<file path="src/rtl/ast_tensor_driver_sv_if.sv">
// Bundle between the tensor job driver and its neighbours: the host command
// port, the input element stream, the result stream, job status and the
// accelerator load/start/read port.
//  master : the driver side (drives cmd_ready, in_ready, out_*, job_*, t_* controls)
//  slave  : the environment side (host, consumer and accelerator)
interface ast_tensor_driver_sv_if #(
  parameter int unsigned DATAWIDTH = 14,
  parameter int unsigned SIZE      = 4
);
  localparam int unsigned DIMW = $clog2(SIZE) + 1;

  // host command
  logic                 cmd_valid;
  logic                 cmd_ready;
  logic [DIMW-1:0]      cmd_q;
  logic [DIMW-1:0]      cmd_r;
  logic [DIMW-1:0]      cmd_k;
  logic                 cmd_bias;
  logic                 cmd_relu;
  // input element stream
  logic                 in_valid;
  logic [DATAWIDTH-1:0] in_data;
  logic                 in_ready;
  // result stream
  logic                 out_valid;
  logic [DATAWIDTH-1:0] out_data;
  logic                 out_last;
  logic                 out_ready;
  // job status
  logic                 job_done;
  logic                 job_err;
  // accelerator port
  logic [DATAWIDTH-1:0] t_data_in;
  logic                 t_wen;
  logic [1:0]           t_set;
  logic [DIMW-1:0]      t_depth;
  logic [DIMW-1:0]      t_width;
  logic                 t_relu;
  logic                 t_start;
  logic                 t_ren;
  logic [DATAWIDTH-1:0] t_data_out;
  logic                 t_busy;
  logic                 t_done;

  modport master (
    input  cmd_valid, cmd_q, cmd_r, cmd_k, cmd_bias, cmd_relu,
    input  in_valid, in_data, out_ready,
    input  t_data_out, t_busy, t_done,
    output cmd_ready, in_ready, out_valid, out_data, out_last,
    output job_done, job_err,
    output t_data_in, t_wen, t_set, t_depth, t_width, t_relu, t_start, t_ren
  );

  modport slave (
    output cmd_valid, cmd_q, cmd_r, cmd_k, cmd_bias, cmd_relu,
    output in_valid, in_data, out_ready,
    output t_data_out, t_busy, t_done,
    input  cmd_ready, in_ready, out_valid, out_data, out_last,
    input  job_done, job_err,
    input  t_data_in, t_wen, t_set, t_depth, t_width, t_relu, t_start, t_ren
  );
endinterface

</file>
<file path="src/rtl/ast_tensor_driver_sv.sv">
// Host-side initiator for the tensor systolic accelerator. Accepts one
// A*B(+W) job, streams A, B and optional W into the accelerator load port,
// pulses start, waits for done, then drains Q*K results onto a valid/ready
// output stream.
//  clk, reset : clock, synchronous active-high reset
//  bus        : master view of ast_tensor_driver_sv_if (command, input stream,
//               result stream, job status, accelerator port)
// All outputs are registered except t_ren, which must pop the accelerator
// result head in the same cycle the output register frees up.
module ast_tensor_driver_sv #(
  parameter int unsigned DATAWIDTH = 14,
  parameter int unsigned SIZE      = 4,
  parameter int unsigned TIMEOUT   = 1024
) (
  input  logic                   clk,
  input  logic                   reset,
  ast_tensor_driver_sv_if.master bus
);
  localparam int unsigned DIMW = $clog2(SIZE) + 1;
  localparam int unsigned CNTW = 2 * DIMW;
  localparam int unsigned TMRW = $clog2(TIMEOUT + 1);

  typedef enum logic [3:0] {
    S_IDLE, S_LOAD_A, S_LOAD_B, S_LOAD_W, S_START, S_WAIT, S_SETTLE, S_READ, S_FIN
  } state_e;

  state_e               state_q;
  logic [DIMW-1:0]      q_q, r_q, k_q;
  logic                 bias_q;
  logic [CNTW-1:0]      cnt_q;
  logic [TMRW-1:0]      tmr_q;
  logic                 cmd_ready_q, in_ready_q;
  logic                 out_valid_q, out_last_q;
  logic [DATAWIDTH-1:0] out_data_q;
  logic                 job_done_q, job_err_q;
  logic [DATAWIDTH-1:0] t_data_in_q;
  logic                 t_wen_q, t_relu_q, t_start_q;
  logic [1:0]           t_set_q;
  logic [DIMW-1:0]      t_depth_q, t_width_q;

  // Per-phase accelerator load parameters for the current LOAD state
  logic [1:0]      ph_set_d;
  logic [DIMW-1:0] ph_depth_d, ph_width_d;
  logic [CNTW-1:0] ph_total_d;

  always_comb begin
    ph_set_d   = 2'd0;
    ph_depth_d = r_q;
    ph_width_d = q_q;
    case (state_q)
      S_LOAD_B: begin ph_set_d = 2'd1; ph_depth_d = k_q; ph_width_d = r_q; end
      S_LOAD_W: begin ph_set_d = 2'd3; ph_depth_d = k_q; ph_width_d = q_q; end
      default:  ;
    endcase
    ph_total_d = CNTW'(ph_depth_d) * CNTW'(ph_width_d);
  end

  logic [CNTW-1:0] rd_total_c;
  logic            dims_ok_c, in_fire_c, out_fire_c, t_ren_c;

  assign rd_total_c = CNTW'(q_q) * CNTW'(k_q);
  assign dims_ok_c  = (bus.cmd_q != '0) && (bus.cmd_q <= DIMW'(SIZE)) &&
                      (bus.cmd_r != '0) && (bus.cmd_r <= DIMW'(SIZE)) &&
                      (bus.cmd_k != '0) && (bus.cmd_k <= DIMW'(SIZE));
  assign in_fire_c  = bus.in_valid & in_ready_q;
  assign out_fire_c = out_valid_q & bus.out_ready;
  // Pop a result whenever the 1-entry output register is empty or draining
  assign t_ren_c    = (state_q == S_READ) && (cnt_q != rd_total_c) &&
                      (!out_valid_q || bus.out_ready);

  always_ff @(posedge clk) begin
    if (reset) begin
      state_q     <= S_IDLE;
      q_q         <= '0;
      r_q         <= '0;
      k_q         <= '0;
      bias_q      <= 1'b0;
      cnt_q       <= '0;
      tmr_q       <= '0;
      cmd_ready_q <= 1'b0;
      in_ready_q  <= 1'b0;
      out_valid_q <= 1'b0;
      out_last_q  <= 1'b0;
      out_data_q  <= '0;
      job_done_q  <= 1'b0;
      job_err_q   <= 1'b0;
      t_data_in_q <= '0;
      t_wen_q     <= 1'b0;
      t_relu_q    <= 1'b0;
      t_start_q   <= 1'b0;
      t_set_q     <= '0;
      t_depth_q   <= '0;
      t_width_q   <= '0;
    end else begin
      t_wen_q    <= 1'b0;
      t_start_q  <= 1'b0;
      job_done_q <= 1'b0;

      // Accepted element is written one cycle later with its phase descriptor
      if (in_fire_c) begin
        t_wen_q     <= 1'b1;
        t_data_in_q <= bus.in_data;
        t_set_q     <= ph_set_d;
        t_depth_q   <= ph_depth_d;
        t_width_q   <= ph_width_d;
      end

      // Output register: refill on pop, otherwise empty on handshake
      if (t_ren_c) begin
        out_valid_q <= 1'b1;
        out_data_q  <= bus.t_data_out;
        out_last_q  <= (cnt_q == rd_total_c - CNTW'(1));
      end else if (out_fire_c) begin
        out_valid_q <= 1'b0;
        out_last_q  <= 1'b0;
      end

      case (state_q)
        S_IDLE: begin
          cmd_ready_q <= 1'b1;
          if (bus.cmd_valid && cmd_ready_q) begin
            job_err_q <= 1'b0;
            cnt_q     <= '0;
            if (!dims_ok_c) begin
              job_err_q  <= 1'b1;
              job_done_q <= 1'b1;
            end else begin
              q_q         <= bus.cmd_q;
              r_q         <= bus.cmd_r;
              k_q         <= bus.cmd_k;
              bias_q      <= bus.cmd_bias;
              t_relu_q    <= bus.cmd_relu;
              cmd_ready_q <= 1'b0;
              in_ready_q  <= 1'b1;
              state_q     <= S_LOAD_A;
            end
          end
        end
        S_LOAD_A, S_LOAD_B, S_LOAD_W: begin
          if (in_fire_c) begin
            if (cnt_q == ph_total_d - CNTW'(1)) begin
              cnt_q <= '0;
              if (state_q == S_LOAD_A) begin
                state_q <= S_LOAD_B;
              end else if (state_q == S_LOAD_B && bias_q) begin
                state_q <= S_LOAD_W;
              end else begin
                in_ready_q <= 1'b0;
                state_q    <= S_START;
              end
            end else begin
              cnt_q <= cnt_q + CNTW'(1);
            end
          end
        end
        // Hold off until the last write has retired and the array is idle
        S_START: begin
          if (!t_wen_q && !bus.t_busy) begin
            t_start_q <= 1'b1;
            tmr_q     <= '0;
            state_q   <= S_WAIT;
          end
        end
        S_WAIT: begin
          if (bus.t_done) begin
            state_q <= S_SETTLE;
          end else if (tmr_q == TMRW'(TIMEOUT - 1)) begin
            job_err_q   <= 1'b1;
            job_done_q  <= 1'b1;
            cmd_ready_q <= 1'b1;
            state_q     <= S_IDLE;
          end else begin
            tmr_q <= tmr_q + TMRW'(1);
          end
        end
        // One idle cycle lets the result FIFOs parallel-load
        S_SETTLE: begin
          cnt_q   <= '0;
          state_q <= S_READ;
        end
        S_READ: begin
          if (t_ren_c) cnt_q <= cnt_q + CNTW'(1);
          if (out_fire_c && out_last_q) begin
            job_done_q <= 1'b1;
            state_q    <= S_FIN;
          end
        end
        S_FIN: begin
          cmd_ready_q <= 1'b1;
          state_q     <= S_IDLE;
        end
        default: state_q <= S_IDLE;
      endcase
    end
  end

  assign bus.cmd_ready = cmd_ready_q;
  assign bus.in_ready  = in_ready_q;
  assign bus.out_valid = out_valid_q;
  assign bus.out_data  = out_data_q;
  assign bus.out_last  = out_last_q;
  assign bus.job_done  = job_done_q;
  assign bus.job_err   = job_err_q;
  assign bus.t_data_in = t_data_in_q;
  assign bus.t_wen     = t_wen_q;
  assign bus.t_set     = t_set_q;
  assign bus.t_depth   = t_depth_q;
  assign bus.t_width   = t_width_q;
  assign bus.t_relu    = t_relu_q;
  assign bus.t_start   = t_start_q;
  assign bus.t_ren     = t_ren_c;
endmodule

</file>
<file path="src/flat_wrapper.sv">
// flat-port wrapper written by rule: the top's interface ports become plain ports
module ast_tensor_driver_sv_flat 
#(
  parameter int unsigned DATAWIDTH = 14,
  parameter int unsigned SIZE      = 4,
  parameter int unsigned TIMEOUT   = 1024
)
  (clk, reset, bus_cmd_valid, bus_cmd_q, bus_cmd_r, bus_cmd_k, bus_cmd_bias, bus_cmd_relu, bus_in_valid, bus_in_data, bus_out_ready, bus_t_data_out, bus_t_busy, bus_t_done, bus_cmd_ready, bus_in_ready, bus_out_valid, bus_out_data, bus_out_last, bus_job_done, bus_job_err, bus_t_data_in, bus_t_wen, bus_t_set, bus_t_depth, bus_t_width, bus_t_relu, bus_t_start, bus_t_ren);
  ast_tensor_driver_sv_if #(.DATAWIDTH(DATAWIDTH), .SIZE(SIZE)) bus_i ();
  input  logic clk;
  input  logic reset;
  input wire logic [$bits(bus_i.cmd_valid)-1:0] bus_cmd_valid;
  input wire logic [$bits(bus_i.cmd_q)-1:0] bus_cmd_q;
  input wire logic [$bits(bus_i.cmd_r)-1:0] bus_cmd_r;
  input wire logic [$bits(bus_i.cmd_k)-1:0] bus_cmd_k;
  input wire logic [$bits(bus_i.cmd_bias)-1:0] bus_cmd_bias;
  input wire logic [$bits(bus_i.cmd_relu)-1:0] bus_cmd_relu;
  input wire logic [$bits(bus_i.in_valid)-1:0] bus_in_valid;
  input wire logic [$bits(bus_i.in_data)-1:0] bus_in_data;
  input wire logic [$bits(bus_i.out_ready)-1:0] bus_out_ready;
  input wire logic [$bits(bus_i.t_data_out)-1:0] bus_t_data_out;
  input wire logic [$bits(bus_i.t_busy)-1:0] bus_t_busy;
  input wire logic [$bits(bus_i.t_done)-1:0] bus_t_done;
  output wire logic [$bits(bus_i.cmd_ready)-1:0] bus_cmd_ready;
  output wire logic [$bits(bus_i.in_ready)-1:0] bus_in_ready;
  output wire logic [$bits(bus_i.out_valid)-1:0] bus_out_valid;
  output wire logic [$bits(bus_i.out_data)-1:0] bus_out_data;
  output wire logic [$bits(bus_i.out_last)-1:0] bus_out_last;
  output wire logic [$bits(bus_i.job_done)-1:0] bus_job_done;
  output wire logic [$bits(bus_i.job_err)-1:0] bus_job_err;
  output wire logic [$bits(bus_i.t_data_in)-1:0] bus_t_data_in;
  output wire logic [$bits(bus_i.t_wen)-1:0] bus_t_wen;
  output wire logic [$bits(bus_i.t_set)-1:0] bus_t_set;
  output wire logic [$bits(bus_i.t_depth)-1:0] bus_t_depth;
  output wire logic [$bits(bus_i.t_width)-1:0] bus_t_width;
  output wire logic [$bits(bus_i.t_relu)-1:0] bus_t_relu;
  output wire logic [$bits(bus_i.t_start)-1:0] bus_t_start;
  output wire logic [$bits(bus_i.t_ren)-1:0] bus_t_ren;
  assign bus_i.cmd_valid = bus_cmd_valid;
  assign bus_i.cmd_q = bus_cmd_q;
  assign bus_i.cmd_r = bus_cmd_r;
  assign bus_i.cmd_k = bus_cmd_k;
  assign bus_i.cmd_bias = bus_cmd_bias;
  assign bus_i.cmd_relu = bus_cmd_relu;
  assign bus_i.in_valid = bus_in_valid;
  assign bus_i.in_data = bus_in_data;
  assign bus_i.out_ready = bus_out_ready;
  assign bus_i.t_data_out = bus_t_data_out;
  assign bus_i.t_busy = bus_t_busy;
  assign bus_i.t_done = bus_t_done;
  assign bus_cmd_ready = bus_i.cmd_ready;
  assign bus_in_ready = bus_i.in_ready;
  assign bus_out_valid = bus_i.out_valid;
  assign bus_out_data = bus_i.out_data;
  assign bus_out_last = bus_i.out_last;
  assign bus_job_done = bus_i.job_done;
  assign bus_job_err = bus_i.job_err;
  assign bus_t_data_in = bus_i.t_data_in;
  assign bus_t_wen = bus_i.t_wen;
  assign bus_t_set = bus_i.t_set;
  assign bus_t_depth = bus_i.t_depth;
  assign bus_t_width = bus_i.t_width;
  assign bus_t_relu = bus_i.t_relu;
  assign bus_t_start = bus_i.t_start;
  assign bus_t_ren = bus_i.t_ren;
  ast_tensor_driver_sv #(.DATAWIDTH(DATAWIDTH), .SIZE(SIZE), .TIMEOUT(TIMEOUT)) u_core (.clk(clk), .reset(reset), .bus(bus_i));
endmodule
</file>
<file path="config.mk">
export PLATFORM = sky130hd
export DESIGN_NAME = ast_tensor_driver_sv_flat
export DESIGN_NICKNAME = d
export VERILOG_FILES = /design/src/rtl/ast_tensor_driver_sv_if.sv /design/src/rtl/ast_tensor_driver_sv.sv /design/src/flat_wrapper.sv
export SDC_FILE = /design/constraint.sdc
export NUM_CORES = 1
export LEC_CHECK = 0
export CORE_ASPECT_RATIO = 0.9
export CORE_MARGIN = 3
export CORE_UTILIZATION = 45
export CTS_CLUSTER_DIAMETER = 100
export DETAILED_ROUTE_END_ITERATION = 7
export PLACE_DENSITY = 0.84
export SYNTH_ARGS = -nofsm -noshare
export SYNTH_HDL_FRONTEND = slang
export SYNTH_SLANG_ARGS = --single-unit
</file>
<file path="constraint.sdc">
create_clock -name clk -period 4.2 [get_ports clk]
set_clock_uncertainty 0.2 [all_clocks]
set_input_delay 1.05 -clock clk [delete_from_list [all_inputs] [get_ports clk]]
set_output_delay 1.05 -clock clk [all_outputs]
set_load 0.01 [all_outputs]
</file>
## Word level (Yosys, flattened, before mapping)

Cells that the tools add are included.

- Add/sub/neg operators: 4
- Multiply operators: 2
- $lt $le $gt $ge: 3
- Eq/ne operators: 25
- Muxes and demuxes: 47
- Bitwise operators: 3
- Reductions and logical operators: 35

Operators with widths:

| cell | count |
|---|---|
| $mux 4 | 9 |
| $mux 11 | 3 |
| $mux 6 | 4 |
| $pmux 4 s6 | 1 |
| $pmux 6 s4 | 1 |
| $pmux 11 s2 | 1 |
| $mux 1 | 20 |
| $eq 4x3->1 const B | 4 |
| $reduce_and 7->1 | 2 |
| $eq 6x6->1 | 2 |
| $mul 3x3->6 | 2 |
| $ne 2x1->1 const B | 6 |
| $ne 2x2->1 const B | 6 |
| $reduce_and 4->1 | 3 |
| $reduce_bool 3->1 | 4 |
| $sub 6x1->6 const B | 2 |
| $add 11x1->11 const B | 1 |
| $eq 11x10->1 const B | 1 |
| $logic_and 1x1->1 | 11 |
| $le 3x3->1 const B | 3 |
| $mux 3 | 3 |
| $eq 4x2->1 const B | 2 |
| $reduce_bool 2->1 | 4 |
| $add 6x1->6 const B | 1 |
| other kinds (16) | 23 |

- Register bits: 76
- Input bits: 46
- Output and inout bits: 46
- Word-level logic and storage cells: 140

## Logic depth before layout (Yosys ltp)

Gate-level depths: netlist (run 1).

- Word-level depth: 9
- Mapped depth: 16
- Gate-level depth less buffers: 14

## Least setup slack after synthesis (run 1)

Ideal clock, no wire load.

- Kind: reg2reg
- Start: reg u_core.state_q[3]
- End: reg u_core.state_q[0]
- Library setup time: 0.070 ns
- Data arrival time: 4.234 ns
- Data required time: 3.930 ns
- Setup slack: -0.304 ns
- Cell stages (with the launch flop): 16
- Buffers on the path: 2
- Period minus slack after synthesis: 4.504 ns
- Path through: dfxtp_1 -> buf_6 -> or3b_1 -> buf_2 -> mux2i_2 -> or2_2 -> ha_1 -> fa_1 -> fa_1 -> nand2b_1 -> a21oi_1 -> xnor2_1 -> a2111oi_4 -> o211ai_2 -> or4_1 -> a21oi_1

- Longest elaborated chain between the ends: 8
- Elaborated cells on any way between the ends: 29
- Classes of those cells: add/sub (1); mul (1); eq/ne (15); mux (7); reduce/logical (5)

RTL lines:

| item | line | RTL |
|---|---|---|
| from (decl) | ast_tensor_driver_sv.sv:27 | `state_e state_q;` |
| from (signal assigned) | ast_tensor_driver_sv.sv:73 | `state_q <= S_IDLE;` |
| from (signal assigned) | ast_tensor_driver_sv.sv:135 | `state_q <= S_LOAD_A;` |
| from (signal assigned) | ast_tensor_driver_sv.sv:144 | `state_q <= S_LOAD_B;` |
| $eq 4x2->1, on equally long branches | ast_tensor_driver_sv.sv:50, ast_tensor_driver_sv.sv:118, ast_tensor_driver_sv.sv:145 |  |
| $reduce_or 2->1 (no line) | - |  |
| $mux 3 | ast_tensor_driver_sv.sv:50 | `case (state_q)` |
| $mul 3x3->6 | ast_tensor_driver_sv.sv:55 | `ph_total_d = CNTW'(ph_depth_d) * CNTW'(ph_width_d);` |
| $sub 6x1->6 | ast_tensor_driver_sv.sv:141 | `if (cnt_q == ph_total_d - CNTW'(1)) begin` |
| $eq 6x6->1 | ast_tensor_driver_sv.sv:141 |  |
| $ne 2x1->1 (no line) | - |  |
| $reduce_and 7->1 (no line) | - |  |

Several ways; a longest one is shown, not always the timed one. The select of a mux whose other input is x is not followed.
A chain may end at the register's enable or synchronous reset.

## Worst setup path in the final report (run 1)

- Start: reg u_core.k_q[1]
- End: out bus_t_ren

- Longest elaborated chain between the ends: 4

RTL lines:

| item | line | RTL |
|---|---|---|
| from (decl) | ast_tensor_driver_sv.sv:28 | `logic [DIMW-1:0] q_q, r_q, k_q;` |
| from (signal assigned) | ast_tensor_driver_sv.sv:130 | `k_q <= bus.cmd_k;` |
| $mul 3x3->6 | ast_tensor_driver_sv.sv:61 | `assign rd_total_c = CNTW'(q_q) * CNTW'(k_q);` |
| $ne 6x6->1 | ast_tensor_driver_sv.sv:68 | `assign t_ren_c = (state_q == S_READ) && (cnt_q != rd_total_c) &&` |
| $logic_and 1x1->1 (2 in a row) | ast_tensor_driver_sv.sv:68 |  |
| to (decl) | flat_wrapper.sv:38 | `output wire logic [$bits(bus_i.t_ren)-1:0] bus_t_ren;` |

Every way passes these cells.

==> impl_metrics.env, run 1 <==
export IMPL_async_flop_share_pct=0
export IMPL_synth_enable_flop_cells=0
export IMPL_min_delay_path_class="reg2reg"
export IMPL_grt_ovfl_total=0
export IMPL_worstReg2RegStart="u_core.state_q[2]"
export IMPL_fin_crit_ps=4327
export IMPL_syn_to_final_growth_pct=42.80
export IMPL_final_nets=677
export IMPL_synth_flop_cell="dfxtp_1"
export IMPL_syn_nets=549
export IMPL_slew_headroom_pct=30.86
export IMPL_crit_slowest_cell="fa_1"
export IMPL_drtPass1Iterations=6
export IMPL_path_max_fanout=2
export IMPL_ys_types=50
export IMPL_setup_viol=1
export IMPL_final_util_pct=68.04
export IMPL_clk_path_buf_depth=2
export IMPL_wl_per_cell_microns=16.94
export IMPL_cts_tree="done"
export IMPL_grt_pass1_vias=4030
export IMPL_start_kind="register"
export IMPL_drc=0
export IMPL_crit_chain="and2_4, fa_1, ha_2, fa_2, xor2_2, nor3_2, nand3_2, o211ai_1, inv_1, buf_6"
export IMPL_top_level_ports=92
export IMPL_root_buffer="clkbuf_8"
export IMPL_min_delay_start="u_core.bus.out_data[0]"
export IMPL_final_antenna_net_count=0
export IMPL_avgSynthCellArea_sq_um=8.205
export IMPL_cp_arrival_ps=3080
export IMPL_htreeDepth=3
export IMPL_hold_viol=0
export IMPL_routed_wl_microns=12370
export IMPL_seq_area_frac_synth_pct=38.47
export IMPL_clkTransAtPathRegs_ps=90
export IMPL_finalPower_w=0.001467
export IMPL_drv_cap=0
export IMPL_num_fill_cells=600
export IMPL_grt_pass1_wl_microns=19120
export IMPL_ys_seq_elements=76
export IMPL_hold_path_end="u_core.bus.out_data[0]"
export IMPL_rrSetupSlack_ps=10
export IMPL_ir_drop_mv=0.2418
export IMPL_path_buf_inv=2
export IMPL_dieArea_sq_um=9952
export IMPL_rr_worst_depth=14
export IMPL_gp_congestion=0.9085
export IMPL_cp_data_required_time_ps=2950
export IMPL_drtIter0Drc=274
export IMPL_critPathMaxStageDelay_ps=570
export IMPL_tightest_slew_ps=1037
export IMPL_p_leak_nw=2.111
export IMPL_seqCellArea_sq_um=1530
export IMPL_crit_family="adder cells"
export IMPL_grt_max_degree=62
export IMPL_min_period_over_period_pct=103.0
export IMPL_dp_cells=690
export IMPL_yosysWarnings=0
export IMPL_status="finished, violations left"
export IMPL_synthesis_area_sq_um=3955
export IMPL_timing_fmax_ghz=0.2311
export IMPL_finalNonFillerCells=730
export IMPL_hold_depth=2
export IMPL_multi_input_area_sq_um=2419
export IMPL_crit_type="reg2out"
export IMPL_die_y_microns=94.94
export IMPL_clock_latency_ps=370
export IMPL_cts_sinks=76
export IMPL_cts_buffers=9
export IMPL_end_kind="output pin"
export IMPL_dp_hpwl_microns=8148
export IMPL_die_w_microns=104.8
export IMPL_syn_inst=482
export IMPL_r2r_end="u_core.state_q[0]"
export IMPL_core_sq_um=8300
export IMPL_n_antenna_cell=0
export IMPL_finalMaxSlewViolations=0
export IMPL_layout_setup_ws_ps=-127.4
export IMPL_antenna_found_initial=0
export IMPL_violations="negative setup slack"
export IMPL_port_buffers=91
export IMPL_rsz0062_at_grt="true"
export IMPL_powerDensity_nw_per_um2=259.7
export IMPL_start_util_pct=47.65
export IMPL_num_rows=31
export IMPL_avgViaCountPerCell=5.544
export IMPL_drive_above_1_share_pct=17.89
export IMPL_vias=4047
export IMPL_grt_usage_pct=24.00
[flip-flops by register name, indices dropped and copies added (netlist names), 2 cells and up]
| register | count |
|---|---|
| u_core.q_q | 3 |
| u_core.bus.t_data_in | 14 |
| u_core.bus.t_width | 3 |
| u_core.bus.t_set | 2 |
| u_core.state_q | 4 |
| u_core.bus.t_depth | 3 |
| u_core.tmr_q | 11 |
| u_core.cnt_q | 6 |
| u_core.r_q | 3 |
| u_core.bus.out_data | 14 |
| u_core.k_q | 3 |
[what timing repair did]
action | in CTS | in global routing
resized for setup | 13 | 24
cloned | 0 | 0
hold endpoints to repair | 0 | 0
hold buffers | 0 | 0
endpoints found under the setup margin | 7 | 24
pin swaps | 7 | 24
buffers inserted | 19 | 7
[through the flow]
stage / setup TNS, ps / setup WS [ps] / instance area, sq um / hold WS [ps]
6_report: -127.4 / -127.4 / 5648 / 262.3
5_1_grt: -554.3 / -197.7 / 5648 / 278.2
4_1_cts: -72.97 / -53.74 / 5514 / 260.5
3_5_place_dp: -31.02 / -16.15 / 5127 / 250.8
3_3_place_gp: 0 / 84.16 / 5127 / 240.1
2_1_floorplan: 0 / 0.1226 / 3999 / 252.5
[Yosys cell counts, types with 2 or more instances]
library cell | number | area share [%]
dfxtp_1 | 76 | 38
a211oi_1 | 10 | 1.9
and4_1 | 2 | 0.44
o221ai_1 | 4 | 0.89
a31oi_1 | 2 | 0.32
and3_1 | 2 | 0.32
nand3_1 | 20 | 2.5
mux2i_1 | 16 | 4.0
o21a_1 | 2 | 0.38
o211ai_1 | 2 | 0.38
nor2_1 | 55 | 5.2
o21ai_0 | 6 | 0.76
nand4_1 | 6 | 0.95
and2_1 | 10 | 1.6
xnor2_1 | 17 | 3.8
ha_1 | 17 | 5.4
nor3_1 | 8 | 1.0
nand2_1 | 79 | 7.5
clkbuf_1 | 20 | 1.9
o21ai_1 | 2 | 0.25
nor3b_1 | 2 | 0.38
inv_1 | 15 | 1.4
or4_1 | 2 | 0.38
nand3b_1 | 2 | 0.38
a21o_1 | 2 | 0.38
nor4_1 | 2 | 0.32
nor2b_1 | 4 | 0.63
nand2b_1 | 7 | 1.1
or3_1 | 2 | 0.32
xor2_1 | 14 | 3.1
or2_2 | 8 | 1.3
a21oi_1 | 43 | 5.4
buf_2 | 2 | 0.25
fa_1 | 4 | 2.0
a22oi_1 | 2 | 0.38
[cell usage in the layout, fill, tap and decap left out, types with 8 or more instances in the layout]
cell             count
buf_4               49
nand3_1             18
and2_1               8
mux2i_1             16
xor2_1              13
inv_1               15
clkdlybuf4s50_1     89
clkbuf_8            10
dfxtp_1             71
ha_1                15
nand2_1             77
a21oi_1             41
a211oi_1            10
nor2_1              55
xnor2_1             13
[area by class of cell]
| type | count | share of cell area (%) |
|---|---|---|
| Clock buffer | 10 | 2.437 |
| Clock inverter | 6 | 1.263 |
| Inverter | 16 | 1.063 |
| Multi-Input combinational cell | 366 | 42.82 |
| Sequential cell | 76 | 27.09 |
| Tap cell | 115 | 2.548 |
| Timing Repair Buffer | 141 | 22.77 |
[power breakdown]
part	switching, W	total [W]	internal (W)
logic	0.0000638	0.000137	0.0000731
registers	0.00000627	0.000734	0.000727
clock network	0.000301	0.000596	0.000295
total	0.000371	0.00147	0.00110
[worst reg2reg max path, stage by stage, from the launching register on]
cell and delay, ps:
dfxtp_4 370, or3b_4 440, mux2i_4 210, or2_4 250, ha_4 220, fa_1 550
inv_1 60, ha_1 270, a21o_1 190, a21oi_2 160, xnor2_2 90, a2111oi_4 420
o211ai_2 140, or4_4 440, a21oi_2 120
[cell families (layout without fill, tap and decap cells)]
kind of cell    count (synthesis)  after routing  share of synthesized area (%)
compound gates                 81             81                          12.94
xor+xnor                       31             31                          6.865
fa+ha+maj                      21             21                          7.403
buf+inv                        40            173                          4.049
flops                          76             76                          38.47
mux                            17             17                          4.397
simple gates                  216            216                          25.88
[routing by layer]
layer / part of all wire [%] / vias to the layer above / GRT usage (%)
li1: - / 1897 / -
met1: 40 / 1884 / 27.42
met2: 47 / 223 / 41.45
met3: 10 / 43 / 8.817
met4: 3.3 / 0 / 8.852
met5: 0 / - / 0
[worst max path at each step]
stage / depth (start not counted) / slack, ps / end / startpoint
2_1_floorplan: 14 / 0.1 / u_core.state_q[0] / u_core.state_q[3]
3_3_place_gp: 10 / 80 / bus_t_ren / u_core.q_q[0]
3_5_place_dp: 13 / -20 / u_core.cnt_q[4] / u_core.state_q[1]
4_1_cts: 10 / -50 / bus_t_ren / u_core.k_q[0]
5_1_grt: 10 / -200 / bus_t_ren / u_core.k_q[1]
6_report: 10 / -130 / bus_t_ren / u_core.k_q[1]
No activity file was read; power rests on OpenSTA's default activity.
==> inputs of run 2 (changes only) <==
--- a/config.mk
+++ b/config.mk
@@ -5,6 +5,7 @@
 export SDC_FILE = /design/constraint.sdc
 export NUM_CORES = 1
 export LEC_CHECK = 0
+export CAP_MARGIN = 20
 export CORE_ASPECT_RATIO = 0.9
 export CORE_MARGIN = 3
 export CORE_UTILIZATION = 45
==> results of run 2 <==
No change in the layout: final DEF, timing and power equal those of run 1.
==> patch 1, RTL diff (settings of run 1) <==
Make the reset (`reset`) asynchronous in one clocked block. Comments in the files are not updated.
--- a/src/rtl/ast_tensor_driver_sv.sv
+++ b/src/rtl/ast_tensor_driver_sv.sv
@@ -69,5 +69,5 @@
                       (!out_valid_q || bus.out_ready);
 
-  always_ff @(posedge clk) begin
+  always_ff @(posedge clk or posedge reset) begin
     if (reset) begin
       state_q     <= S_IDLE;
Formal check against the unedited RTL: differs if reset is asserted again (counterexample within 4 cycles, from zero or initial values and one cycle with reset high); with reset held inactive, the same outputs for 10 cycles.
==> patch 1 against run 1 <==
The run still ends with setup timing left; final area up 5.9%; routed wire length decreased by 9.6%; area after synthesis rose by 11%; sequential cell count stayed put; synthesized cell count is 13% lower; setup slack got worse by 200 ps; utilization shrank 3.7 points; die area up 10%; critical path type unchanged; largest cell class unchanged; highest routed layer unchanged.
Power is not compared: it rests on default switching activity, and its combinational part moved more than twofold at a synthesized area within 25%.
==> patch 1: results (changes against run 1) <==
[placement]
gp_congestion = 0.924  ; +1.7%
postPlaceCellArea_sq_um = 5630  ; +9.9%
placed_cells = 647  ; -6.2%
dp_slack_ps = -479  ; -463 ps
dp_hpwl_um = 8410  ; +3.2%

[hold_path]
hold_start = u_core.bus.t_width[2]$_DFFE_PP0P_
hold_path_end = u_core.bus.t_width[2]$_DFFE_PP0P_
hold_path.class = register to register

[sta]
worstMarginPinSlew_ps = 1000  ; -32.4 ps
setup_viol = 1  ; unchanged
fin_tns_setup_ps = -325  ; -197 ps
holdWs_ps = 286  ; +23.3 ps
worst_slack_ps = -325  ; -197 ps

[routing]
vias_per_cell = 5.56  ; +0.29%
dr.pass1.iters = 4  ; -2
wl_um = 11200  ; -9.6%
wl_met1_um = 4510  ; -8.4%
met2_length_um = 5430  ; -5.9%
initialDrtViolationCount = 167  ; -39%
met3WireLength_um = 1000  ; -20%

[synth]
yosysTopAreaCellShare_pct = 43.4  ; +4.9 points
synthArstFlopShare_pct = 100  ; +100 points
synthTopCellsByArea = dfrtp_1 (43%), mux2_2 (7.4%), ha_1 (4.9%), o21ai_0 (3.0%), nand2_1 (2.9%)
yosys-top-cells-count = dfrtp_1 (76), nand2_1 (34), mux2_2 (29)
ys_seq_area_share_pct = 43.4  ; +4.9 points
synthDistinctLibCells = 65  ; +30%
syn_nets = 488  ; -11%
avgSynthCellArea_sq_um = 10.4  ; +27%
synthFlopType = dfrtp_1

[cells_and_area]
layoutNonFillerInstCount = 670  ; -8.2%
nNetsFinal = 610  ; -9.9%
drive_gt1_share_pct = 23.4  ; +5.5 points
n_fill_cell = 710  ; +18%

[outcome]
outcome = finished with violations
violations = setup timing

[global_route]
gr-usage-met2_pct = 35.5  ; -5.9 points
grt_use_met1_pct = 26.7  ; -0.70 points
grt_pass1_wl_um = 18700  ; -2.3%
use_met3_pct = 8.63  ; -0.19 points
grt_max_degree = 43  ; -31%
grt_pass1_vias = 3866  ; -4.1%
grt_usage_pct = 21.9  ; -2.1 points

[setup_path]
crit_path_start = u_core.k_q[2]$_DFFE_PP0P_
ff2ff_setup_slack_ps = 110  ; +100 ps
cp_slowest_stage_delay_ps = 520  ; -50 ps
rr_worst_depth = 15  ; +1
r2r-start = u_core.state_q[3]$_DFFE_PP0P_
rr_endpoint = u_core.cnt_q[3]$_DFFE_PP0P_
crit_path_top_delay_cell = or4_4

## patch 1: final cells by class
class	count	area [sq um]	area share [%]
multi-input combinational	303	2440	40.8
sequential	76	1900	31.8
timing repair buffer	129	1210	20.2
tap	122	153	2.55
clock buffer	9	124	2.07
inverter	24	92.6	1.55
clock inverter	7	57.6	0.962
## patch 1: power breakdown
part           leakage [nW]  internal, W  total, W  switching [W]
Combinational          1.49     0.000857   0.00161       0.000753
Sequential            0.939     0.000974   0.00118       0.000207
Clock                0.0886     0.000223  0.000519       0.000296
Total                  2.51      0.00205   0.00331        0.00126
## patch 1: logic make-up (layout without fill, tap and decap cells)
logic type	after synthesis	in the layout	synth area share, %
fa+ha+maj	21	21	6.68
simple gates	129	129	16.7
mux	47	47	11.9
compound gates	84	84	12.6
buf+inv	42	169	4.08
flops	76	76	43.4
xor+xnor	22	22	4.74
## patch 1: timing repair
action / 4_1_cts / 5_1_grt
setup endpoints to repair: 8 / 11
pin swaps: 9 / 10
setup buffers: 3 / 4
resized for setup: 14 / 12
==> patch 2, RTL diff (config.mk and constraints of run 1) <==
Without the edit above. `SIZE` is set to 4 in 3 places; all go to 8.
--- a/src/rtl/ast_tensor_driver_sv_if.sv
+++ b/src/rtl/ast_tensor_driver_sv_if.sv
@@ -6,5 +6,5 @@
 interface ast_tensor_driver_sv_if #(
   parameter int unsigned DATAWIDTH = 14,
-  parameter int unsigned SIZE      = 4
+  parameter int unsigned SIZE      = 8
 );
   localparam int unsigned DIMW = $clog2(SIZE) + 1;
--- a/src/rtl/ast_tensor_driver_sv.sv
+++ b/src/rtl/ast_tensor_driver_sv.sv
@@ -10,5 +10,5 @@
 module ast_tensor_driver_sv #(
   parameter int unsigned DATAWIDTH = 14,
-  parameter int unsigned SIZE      = 4,
+  parameter int unsigned SIZE      = 8,
   parameter int unsigned TIMEOUT   = 1024
 ) (
--- a/src/flat_wrapper.sv
+++ b/src/flat_wrapper.sv
@@ -3,5 +3,5 @@
 #(
   parameter int unsigned DATAWIDTH = 14,
-  parameter int unsigned SIZE      = 4,
+  parameter int unsigned SIZE      = 8,
   parameter int unsigned TIMEOUT   = 1024
 )
Ports: changed (5 resized); port bits go from 92 to 97. No check against the original RTL was run, so the function may have changed too.
==> patch 2 against run 1 <==
The run still ends with setup timing left; routed wire length up 19%; sequential cell count grew 7; register-to-register slack worse by 550 ps; sequential power up 13%; area after synthesis is 26% higher; final area grew 27%; setup slack lost 410 ps; critical path depth rose by 7; count of clock-buffer cells in the layout unchanged; first-iteration DRC count up 49%; power rose by 40%; sequential share of layout area down 3.7 points; worst hold slack got worse by 8.9 ps; largest cell class unchanged.
==> patch 2: results (changes against run 1) <==
[outcome]
outcome = finished with violations
violations = setup timing

[placement]
port_buffers = 96  ; +5.5%
placed_cells = 855  ; +24%
dp_hpwl_um = 10100  ; +24%
gp_congestion = 0.901  ; -0.87%
dp_slack_ps = -487  ; -470 ps

[global_route]
grt_usage_pct = 23.0  ; -1.0 points
grt_max_degree = 74  ; +19%
use_met3_pct = 3.87  ; -4.9 points
grt_pass1_wl_um = 23100  ; +21%
grt_pass1_vias = 4886  ; +21%
gr-usage-met2_pct = 39.6  ; -1.9 points
grt_use_met1_pct = 29.0  ; +1.5 points

[setup_path]
worstPathArrival_ps = 4740  ; +1660 ps
rr_endpoint = u_core.state_q[1]$_SDFFE_PP0P_
r2r-start = u_core.state_q[2]$_SDFFE_PP0P_
crit_path_end = u_core.state_q[1]$_SDFFE_PP0P_
rr_worst_depth = 17  ; +3
crit_fanout = 4  ; +2

[synth]
synthDistinctLibCells = 58  ; +16%
syn_nets = 670  ; +22%
ys_seq_area_share_pct = 33.2  ; -5.2 points
yosys-top-cells-count = dfxtp_1 (83), nor2_1 (69), nand2_1 (65)
synth_xor_area_share_pct = 7.76  ; +0.89 points
synth_fa_ha_area_share_pct = 11.4  ; +4.0 points
synth.area.mux_share_pct = 8.39  ; +4.0 points
synthTopCellsByArea = dfxtp_1 (33%), ha_1 (7.8%), mux2i_1 (6.8%), nor2_1 (5.2%), nand2_1 (4.9%)
synth-compound-area-share_pct = 13.9  ; +1.0 points
synthCells = 581  ; +21%

[pwr]
ir_drop_mv = 0.185  ; -24%
switchingPower_w = 0.000585  ; +58%
p_leak_nw = 3.01  ; +42%

[clock_tree]
cts_setup_buffers = 4  ; -15
cts_root_buffer = clkbuf_16
ctsResizeCount = 30  ; +17
clkLatencyLatePin_ps = 350  ; -20 ps
clk_pin_slew_ps = 60  ; -30 ps

[sta]
worst_slack_ps = -540  ; -412 ps
fin_tns_setup_ps = -6790  ; -6660 ps
worstMarginPinSlew_ps = 814  ; -223 ps
hold_viol = 0  ; unchanged
setup_viol = 14  ; +13

[routing]
wl_per_cell_um = 16.7  ; -1.2%
wl_um = 14700  ; +19%
vias = 4846  ; +20%
initialDrtViolationCount = 408  ; +49%

[cells_and_area]
drive_gt1_share_pct = 19.8  ; +1.9 points
nNetsFinal = 815  ; +20%

==> patch 2: cell types whose count changed after synthesis, sizes merged, moves of 6 or more <==
cell	delta
a21oi	-9
and2	+6
dfxtp	+7
ha	+14
inv	+9
mux2	+7
mux2i	+17
nand2	-14
nand3	-8
nor2	+14
o2111ai	+7
o211ai	+10
o21ai	+10
or2	-7
==> patch 2: area by class of cell <==
type | instances | area [sq um]
multi-input cells | 446 | 3440
fillers | 764 | 3390
flip-flops and latches | 83 | 1670
repair buffers | 162 | 1470
clock buffers | 10 | 229
well taps | 148 | 185
inverters | 24 | 90.1
clock inverters | 6 | 73.8
==> patch 2: metrics by stage <==
stage	instance area [sq um]	power (W)	util [%]	hold WS (ps)
6_report	7160	0.00205	67.8	253
5_1_grt	7160	0.00212	67.8	274
4_1_cts	7010	0.00203	66.5	255
3_5_place_dp	6580	0.00120	62.3	248
3_3_place_gp	6580	0.00119	62.3	241
2_1_floorplan	5140	0.00104	-	251
==> patch 2: worst min-delay path by stage <==
stage                                         start                              endpoint  cells after the start
6_report           u_core.bus.t_set[1]$_SDFFE_PP0P_      u_core.bus.t_set[1]$_SDFFE_PP0P_                      2
5_1_grt        u_core.bus.t_data_in[2]$_SDFFE_PP0P_  u_core.bus.t_data_in[2]$_SDFFE_PP0P_                      2
4_1_cts            u_core.bus.t_set[1]$_SDFFE_PP0P_      u_core.bus.t_set[1]$_SDFFE_PP0P_                      2
3_5_place_dp   u_core.bus.t_data_in[2]$_SDFFE_PP0P_  u_core.bus.t_data_in[2]$_SDFFE_PP0P_                      2
3_3_place_gp   u_core.bus.t_data_in[7]$_SDFFE_PP0P_  u_core.bus.t_data_in[7]$_SDFFE_PP0P_                      2
2_1_floorplan          u_core.tmr_q[8]$_SDFFE_PP0P_          u_core.tmr_q[8]$_SDFFE_PP0P_                      2
==> patch 2: critical path, cell delays in order, from the launching register on <==
cell       delay (ps)
dfxtp_4           360
nor4b_4           310
buf_6             160
mux2_4            330
buf_4             160
nand2_1            70
ha_1              250
fa_1              560
inv_1              60
ha_1              330
ha_4              290
xnor2_2           140
xnor2_1           240
o2111ai_2         240
o31a_1            440
buf_4             180
o211ai_1          180
o41ai_2           100
==> patch 2: power by group through the flow <==
stage / Combinational [W] / Sequential, W / Clock (W)
3_5_place_dp: 0.000355 / 0.000842 / 0
6_report: 0.000413 / 0.000827 / 0.000811
3_3_place_gp: 0.000344 / 0.000841 / 0
4_1_cts: 0.000380 / 0.000826 / 0.000822
2_1_floorplan: 0.000193 / 0.000848 / 0
5_1_grt: 0.000436 / 0.000829 / 0.000858
==> patch 2: layer usage <==
layer / share of wire, % / routed length, um / vias up
met1: 41 / 6030 / 2292
met2: 51 / 7450 / 193
li1: - / - / 2317
met5: 0 / 0 / -
met4: 2.6 / 382 / 0
met3: 5.8 / 848 / 44
